**src/rtl/pipeline_hazard_ctrl.sv**
```systemverilog
`default_nettype none
// ============================================================================
// Module   : pipeline_hazard_ctrl
// Purpose  : Load-use / branch / multi-cycle hazard control with watchdog.
//            Optional perf counters enabled by HAZARD_PERF_CNT_EN.
// Revision : 1.0
// ============================================================================
module pipeline_hazard_ctrl #(
    parameter int MC_TIMEOUT = 64,
    parameter int CNT_W      = 32
) (
    input  logic       clk,
    input  logic       rst,
    input  logic [4:0] id_rs1,
    input  logic [4:0] id_rs2,
    input  logic       id_uses_rs1,
    input  logic       id_uses_rs2,
    input  logic [4:0] id_ex_rd,
    input  logic       id_ex_memread,
    input  logic       ex_branch_taken,
    input  logic       ex_mc_op,
    input  logic       mc_done,
    output logic       pc_write,
    output logic       if_id_write,
    output logic       ex_write,
    output logic       id_ex_bubble,
    output logic       if_id_flush,
    output logic       mc_start,
    output logic       mc_abort,
    output logic       mc_busy,
    output logic       mc_timeout_err
`ifdef HAZARD_PERF_CNT_EN
    ,
    output logic [CNT_W-1:0] stall_cnt,
    output logic [CNT_W-1:0] flush_cnt
`endif
);

    typedef enum logic [0:0] {
        RUN     = 1'b0,
        MC_WAIT = 1'b1
    } state_t;

    localparam logic [7:0] c_wdog_last = 8'(MC_TIMEOUT - 1);

    state_t     state_q, state_d;
    logic [7:0] wdog_q, wdog_d;
    logic       err_q, err_d;
    logic       w_load_use;

    assign w_load_use = id_ex_memread && (id_ex_rd != 5'd0) &&
                        ((id_uses_rs1 && (id_rs1 == id_ex_rd)) ||
                         (id_uses_rs2 && (id_rs2 == id_ex_rd)));

    always_comb begin
        state_d      = state_q;
        wdog_d       = wdog_q;
        err_d        = err_q;
        pc_write     = 1'b1;
        if_id_write  = 1'b1;
        ex_write     = 1'b1;
        id_ex_bubble = 1'b0;
        if_id_flush  = 1'b0;
        mc_start     = 1'b0;
        mc_abort     = 1'b0;
        mc_busy      = 1'b0;
        // Reset forces the RUN defaults regardless of state or inputs
        if (!rst) begin
            case (state_q)
                RUN: begin
                    if (ex_branch_taken) begin
                        if_id_flush  = 1'b1;
                        id_ex_bubble = 1'b1;
                    end else if (ex_mc_op) begin
                        mc_start    = 1'b1;
                        pc_write    = 1'b0;
                        if_id_write = 1'b0;
                        ex_write    = 1'b0;
                        wdog_d      = 8'd0;
                        state_d     = MC_WAIT;
                    end else if (w_load_use) begin
                        pc_write     = 1'b0;
                        if_id_write  = 1'b0;
                        id_ex_bubble = 1'b1;
                    end
                end
                MC_WAIT: begin
                    mc_busy = 1'b1;
                    if (mc_done) begin
                        state_d = RUN;
                    end else if (wdog_q == c_wdog_last) begin
                        mc_abort = 1'b1;
                        err_d    = 1'b1;
                        state_d  = RUN;
                    end else begin
                        pc_write    = 1'b0;
                        if_id_write = 1'b0;
                        ex_write    = 1'b0;
                        wdog_d      = wdog_q + 8'd1;
                    end
                end
                default: state_d = RUN;
            endcase
        end
    end

    always_ff @(posedge clk) begin
        if (rst) begin
            state_q <= RUN;
            wdog_q  <= 8'd0;
            err_q   <= 1'b0;
        end else begin
            state_q <= state_d;
            wdog_q  <= wdog_d;
            err_q   <= err_d;
        end
    end

    assign mc_timeout_err = err_q;

`ifdef HAZARD_PERF_CNT_EN
    logic [CNT_W-1:0] stall_cnt_q, flush_cnt_q;

    always_ff @(posedge clk) begin
        if (rst) begin
            stall_cnt_q <= '0;
            flush_cnt_q <= '0;
        end else begin
            if (!pc_write)   stall_cnt_q <= stall_cnt_q + CNT_W'(1);
            if (if_id_flush) flush_cnt_q <= flush_cnt_q + CNT_W'(1);
        end
    end

    assign stall_cnt = stall_cnt_q;
    assign flush_cnt = flush_cnt_q;
`else
    // Counter width has no effect when the counters are compiled out
    if (CNT_W < 1) begin : g_cnt_w_unused
    end
`endif

endmodule
`default_nettype wire
```
**config.mk**
```make
export PLATFORM = sky130hd
export DESIGN_NAME = pipeline_hazard_ctrl
export DESIGN_NICKNAME = d
export VERILOG_FILES = /design/src/rtl/pipeline_hazard_ctrl.sv
export SDC_FILE = /design/constraint.sdc
export NUM_CORES = 1
export LEC_CHECK = 0
export CAP_MARGIN = 20
export CORE_UTILIZATION = 35
export CTS_CLUSTER_DIAMETER = 80
export CTS_CLUSTER_SIZE = 25
export DETAILED_ROUTE_END_ITERATION = 7
export GPL_TIMING_DRIVEN = 0
export PLACE_DENSITY = 0.71
export SLEW_MARGIN = 0
export SYNTH_ARGS = -nofsm -noshare
export SYNTH_HDL_FRONTEND = slang
export SYNTH_SLANG_ARGS = --single-unit
```
**constraint.sdc**
```tcl
create_clock -name clk -period 1.9 [get_ports clk]
set_input_delay 0.38 -clock clk [delete_from_list [all_inputs] [get_ports clk]]
set_output_delay 0.38 -clock clk [all_outputs]
set_load 0.05 [all_outputs]
```
## After elaboration in Yosys (flattened, before gate mapping)

Cells that the tools add are included.

| cells by class | value |
|---|---|
| $add $sub $neg | 1 |
| eq/ne operators | 7 |
| mux-type cells | 36 |
| bitwise operators | 2 |
| reduce and logical (&&, ||, !) cells | 8 |

Operator list:

| cell | count |
|---|---|
| 8-bit 2-to-1 mux | 4 |
| 1-bit 2-to-1 mux | 28 |
| 8-bit one-hot mux with 2 select lines | 1 |
| 5-bit equality test | 2 |
| 8-bit by 1-bit adder with 8-bit output, second input constant | 1 |
| 8-bit by 6-bit equality test with 1-bit output, second input constant | 1 |
| 2-bit != test, second input constant | 4 |
| 1-bit one-hot mux with 2 select lines | 3 |
| 5-bit nonzero test | 1 |
| 1-bit logical AND | 4 |
| 4-bit AND reduction | 1 |
| 3-bit AND reduction | 1 |
| 1-bit NOT | 2 |
| 1-bit logical OR | 1 |

| storage, ports and cells | value |
|---|---|
| flip-flop bits (word level) | 10 |
| input port bits | 23 |
| output and inout bits | 9 |
| word-level logic and storage cells | 57 |

## Depth between registers and ports, before layout

| depth | value |
|---|---|
| depth in word-level cells | 9 |
| mapped depth | 6 |
| mapped depth without buffers | 5 |

## Worst setup path after synthesis

OpenSTA, ideal clock, no wires.

| timing | value |
|---|---|
| path type | in2out |
| from | input port id_ex_rd[4] |
| to | output port id_ex_bubble |
| arrival | 2.145 ns |
| data required time | 1.520 ns |
| slack | -0.625 ns |
| cell stages on the path | 4 |
| buffers on the path | 0 |
| path through | xor2_1 nor4_1 a32oi_1 o31ai_1 |

| between the ends | value |
|---|---|
| word-level cells in the longest chain between the ends | 9 |
| elaborated cells on any way between the ends | 13 |
| classes of those cells | eq/ne: 2; mux: 5; reduce/logical: 6 |

RTL lines:

| item | line | source |
|---|---|---|
| start, declared | 18 | `input logic [4:0] id_ex_rd,` |
| 5-bit equality test, on equally long branches | 52, 53 |  |
| 1-bit logical AND, on equally long branches | 52, 53 |  |
| 1-bit logical OR | 52 | `((id_uses_rs1 && (id_rs1 == id_ex_rd)) \|\|` |
| 1-bit logical AND (*) | 51 | `assign w_load_use = id_ex_memread && (id_ex_rd != 5'd0) &&` |
| 1-bit 2-to-1 mux (*) | 81 | `end else if (w_load_use) begin` |
| 1-bit 2-to-1 mux (*) | 74 | `end else if (ex_mc_op) begin` |
| 1-bit 2-to-1 mux (*) | 71 | `if (ex_branch_taken) begin` |
| 1-bit 2-to-1 mux (*) | 69 | `case (state_q)` |
| 1-bit 2-to-1 mux (*) | 68 | `if (!rst) begin` |
| end, declared | 26 | `output logic id_ex_bubble,` |

Every way passes the cells marked *; elsewhere a longest branch is shown, timed or not.

## Worst setup path in the final report

| timing | value |
|---|---|
| from | input port id_ex_rd[1] |
| to | output port if_id_write |

| between the ends | value |
|---|---|
| word-level cells in the longest chain between the ends | 9 |
| elaborated cells on any way between the ends | 13 |
| classes of those cells | eq/ne: 2; mux: 5; reduce/logical: 6 |

RTL lines:

| item | line | source |
|---|---|---|
| 5-bit equality test, on equally long branches | 52, 53 |  |
| 1-bit logical AND, on equally long branches | 52, 53 |  |
| 1-bit logical OR | 52 |  |
| 1-bit logical AND (*) | 51 |  |
| 1-bit 2-to-1 mux (*) | 81 |  |
| 1-bit 2-to-1 mux (*) | 74 |  |
| 1-bit 2-to-1 mux (*) | 71 |  |
| 1-bit one-hot mux with 2 select lines (*) | 69 |  |
| 1-bit 2-to-1 mux (*) | 68 |  |
| end, declared | 24 | `output logic if_id_write,` |

Marks and branches as above.

==> impl_metrics.yaml <==
grt:
  antenna_found_initial: 0
  grt_pass1_wl_um: 2822
  grt_max_degree: 11
  overflow: 0
  track_usage_pct: 19.00
  grt_pass1_vias: 649
timing:
  final_hold_viol_count: 0
  rsz0062_at_grt: "true"
  tightest_slew_ns: 0.5042
  setup_viol: 3
  drv_slew: 0
  timing.final.crit_period_ns: 2.222
  max_freq_ghz: 0.4501
  finClkSkew_ns: 0.005177
  relSlewSlack_pct: 66.28
  worst_slack_ns: -0.3215
  period_share_pct: 116.9
placement:
  io_buffer_count: 30
  hpwl_um: 1297
  dpl.cell_count: 136
  dpl_worst_slack_ns: -1.271
  placed_cell_area_mm2: 0.001002
  gp_congestion: 0.7369
detailed_routing:
  routed_wl_um: 1822
  wire_per_inst_um: 12.39
  drt_iter0_markers: 13
  vias: 719
  first_pass_iters: 4
  viasPerCell: 4.891
  ant_nets: 0
  drc: 0
cts:
  cts.path.max_buffers: 2
  insertion_delay_ns: 0.27
  cts_buffers: 3
  h-tree-depth: 1
  clk_pin_slew_ns: 0.06
  cts_tree: "done"
  holdBufCountCts: 0
  cts.sinks: 10
  root_buffer: "clkbuf_4"
power:
  peakVddDrop_mv: 0.3869
  cellLeakagePower_nw: 0.4425
  pwr-share-comb_pct: 28.3
  netSwitchingFraction_pct: 28.75
  intPower_w: 0.0004085
  seq_power_share_pct: 37.4
  power.switching_w: 0.0001649
  clkPwrFrac_pct: 34.2
  powerDensity_mw_per_mm2: 501.4
  p_total_w: 0.0005733
die:
  initial_core_util_pct: 37.92
  die_h_um: 45.49
  die_w_um: 45.49
  row_count: 15
  design.core.area_mm2: 0.001745
  die-area_mm2: 0.002069
  pin_count: 32
yosys:
  synth-seq-area-share_pct: 30.25
  synth.most_common_cell: "dfxtp_1"
  syn_area_per_cell_um2: 8.171
  syn_area_um2: 661.9
  synth_nets: 105
  synth_top_area_cell: "dfxtp_1"
  synthFlopType: "dfxtp_1"
  synth_area_leaders: "dfxtp_1 (30%), xor2_1 (11%), xnor2_1 (6.6%)"
  synth_top_cell_area_share_pct: 30.25
  ys_ff_latch: 10
  synth_edf_count: 0
  synth-async-reset-ratio_pct: 0
  syn_inst: 81
  yosys_warnings: 0
  ys_top_cells_by_count: "dfxtp_1 (10), a21oi_1 (8), xor2_1 (8)"
  post_synth_num_cell_types: 30
setup_path:
  r2r-end: "wdog_q[5]"
  cp_data_arrival_time_ns: 1.84
  rrSetupSlack_ns: 0.17
  path_max_fanout: 3
  endpoint: "if_id_write"
  slowest_delay_ns: 0.52
  crit_path_end_kind: "primary output"
  path_buf_inv: 2
  crit_chain: "buf_4 > or4_1 > o211ai_1 > o32a_4 > buf_2"
  crit_required_ns: 1.52
  crit_path_start: "id_ex_rd[1]"
  slowest_stage: "or4_1"
  critPathKind: "in -> out"
  reg2reg_depth: 6
  crit_path_start_kind: "input port"
  cp_top_family: "compound AO/OA/AOI/OAI gates"
  regToRegStartpoint: "wdog_q[0]"
  worstSetupPathDepth: 5
final_layout:
  final_util_pct: 65.52
  layout-drive-gt1-share_pct: 39.34
  syn2layout_area_growth_pct: 72.78
  diodes: 0
  final_cells: 147
  fin_nets: 147
  fin_area_mm2: 0.001144
run:
  max-cap-violations: 0
min_path:
  min_from: "mc_timeout_err"
  holdCritPathClass: "reg -> reg"
status:
  outcome: "finished, violations left"
  violations: "setup timing"
-- registers in the layout, summed over array words and instances, names as in the netlist --
register,flops
wdog_q,8
mc_timeout_err,1
state_q,1
-- cells by family after synthesis --
| logic type | synth area share (%) |
|---|---|
| fa+ha+maj | 1.890 |
| compound gates | 16.07 |
| simple gates | 30.06 |
| buf+inv | 4.537 |
| xor+xnor | 17.20 |
| flops | 30.25 |
-- how the worst min path moves through the flow --
stage                endpoint  slack, ns  cells after the start
2_1_floorplan       wdog_q[1]       0.47                      2
3_3_place_gp   mc_timeout_err       0.43                      2
3_5_place_dp   mc_timeout_err       0.44                      2
4_1_cts        mc_timeout_err       0.45                      2
5_1_grt        mc_timeout_err       0.49                      2
6_report       mc_timeout_err       0.45                      2
-- repair_timing --
action | CTS | global route
pin swaps | 16 | 8
gates resized for setup | 98 | 16
cloned | 0 | 0
buffers inserted | 5 | 3
setup endpoints to repair | 8 | 6
-- per-stage QoR --
stage          hold WS, ns  TNS [ns]
2_1_floorplan       0.4651   -0.4013
6_report            0.4470   -0.8641
5_1_grt             0.4875    -1.042
3_5_place_dp        0.4409    -6.573
4_1_cts             0.4511   -0.7931
3_3_place_gp        0.4334    -6.362
-- cell usage in the layout (no fill, tap or decap), types with 3 or more instances in the layout --
master,synthesis,routed
dfxtp_1,10,8
clkdlybuf4s50_1,0,5
a21oi_1,8,7
nand2_1,5,5
buf_6,0,6
dlygate4sd2_1,0,6
nor2_1,6,5
nand3_1,4,4
xnor2_1,5,5
buf_4,1,10
buf_2,0,6
xor2_1,8,7
clkbuf_4,0,3
inv_1,4,4
-- metal layers --
layer  part of all wire (%)  track usage, %  up-vias  wire [um]
li1                       -               -      369          -
met1                     44           22.95      327        796
met2                     50           32.57       20        916
met3                    5.3           6.349        3         96
met4                   0.71           3.636        0         13
met5                      0               0        -          0
-- power groups by stage --
stage / Combinational (W) / Clock (W) / Sequential [W]
2_1_floorplan: 0.0000721 / 0 / 0.000218
3_3_place_gp: 0.000142 / 0 / 0.000218
3_5_place_dp: 0.000143 / 0 / 0.000218
4_1_cts: 0.000148 / 0.000198 / 0.000214
5_1_grt: 0.000172 / 0.000215 / 0.000215
6_report: 0.000163 / 0.000196 / 0.000215
-- worst register-to-register path, stage by stage, from the launching register on --
cell and delay, ns:
dfxtp_2 0.34, ha_4 0.16, and3_4 0.18, a21o_4 0.21, buf_4 0.15, or4_1 0.49
a21oi_1 0.15
-- final cells by class --
class                      instances  area [um^2]
clock buffer                       4        36.28
buffer                             2        15.01
timing repair buffer              38        324.1
inverter                           4        15.01
sequential                        10        202.7
fill                             152        601.8
tap                               25        31.28
multi-input combinational         64        519.2
Power figures use the tool's default switching activity.
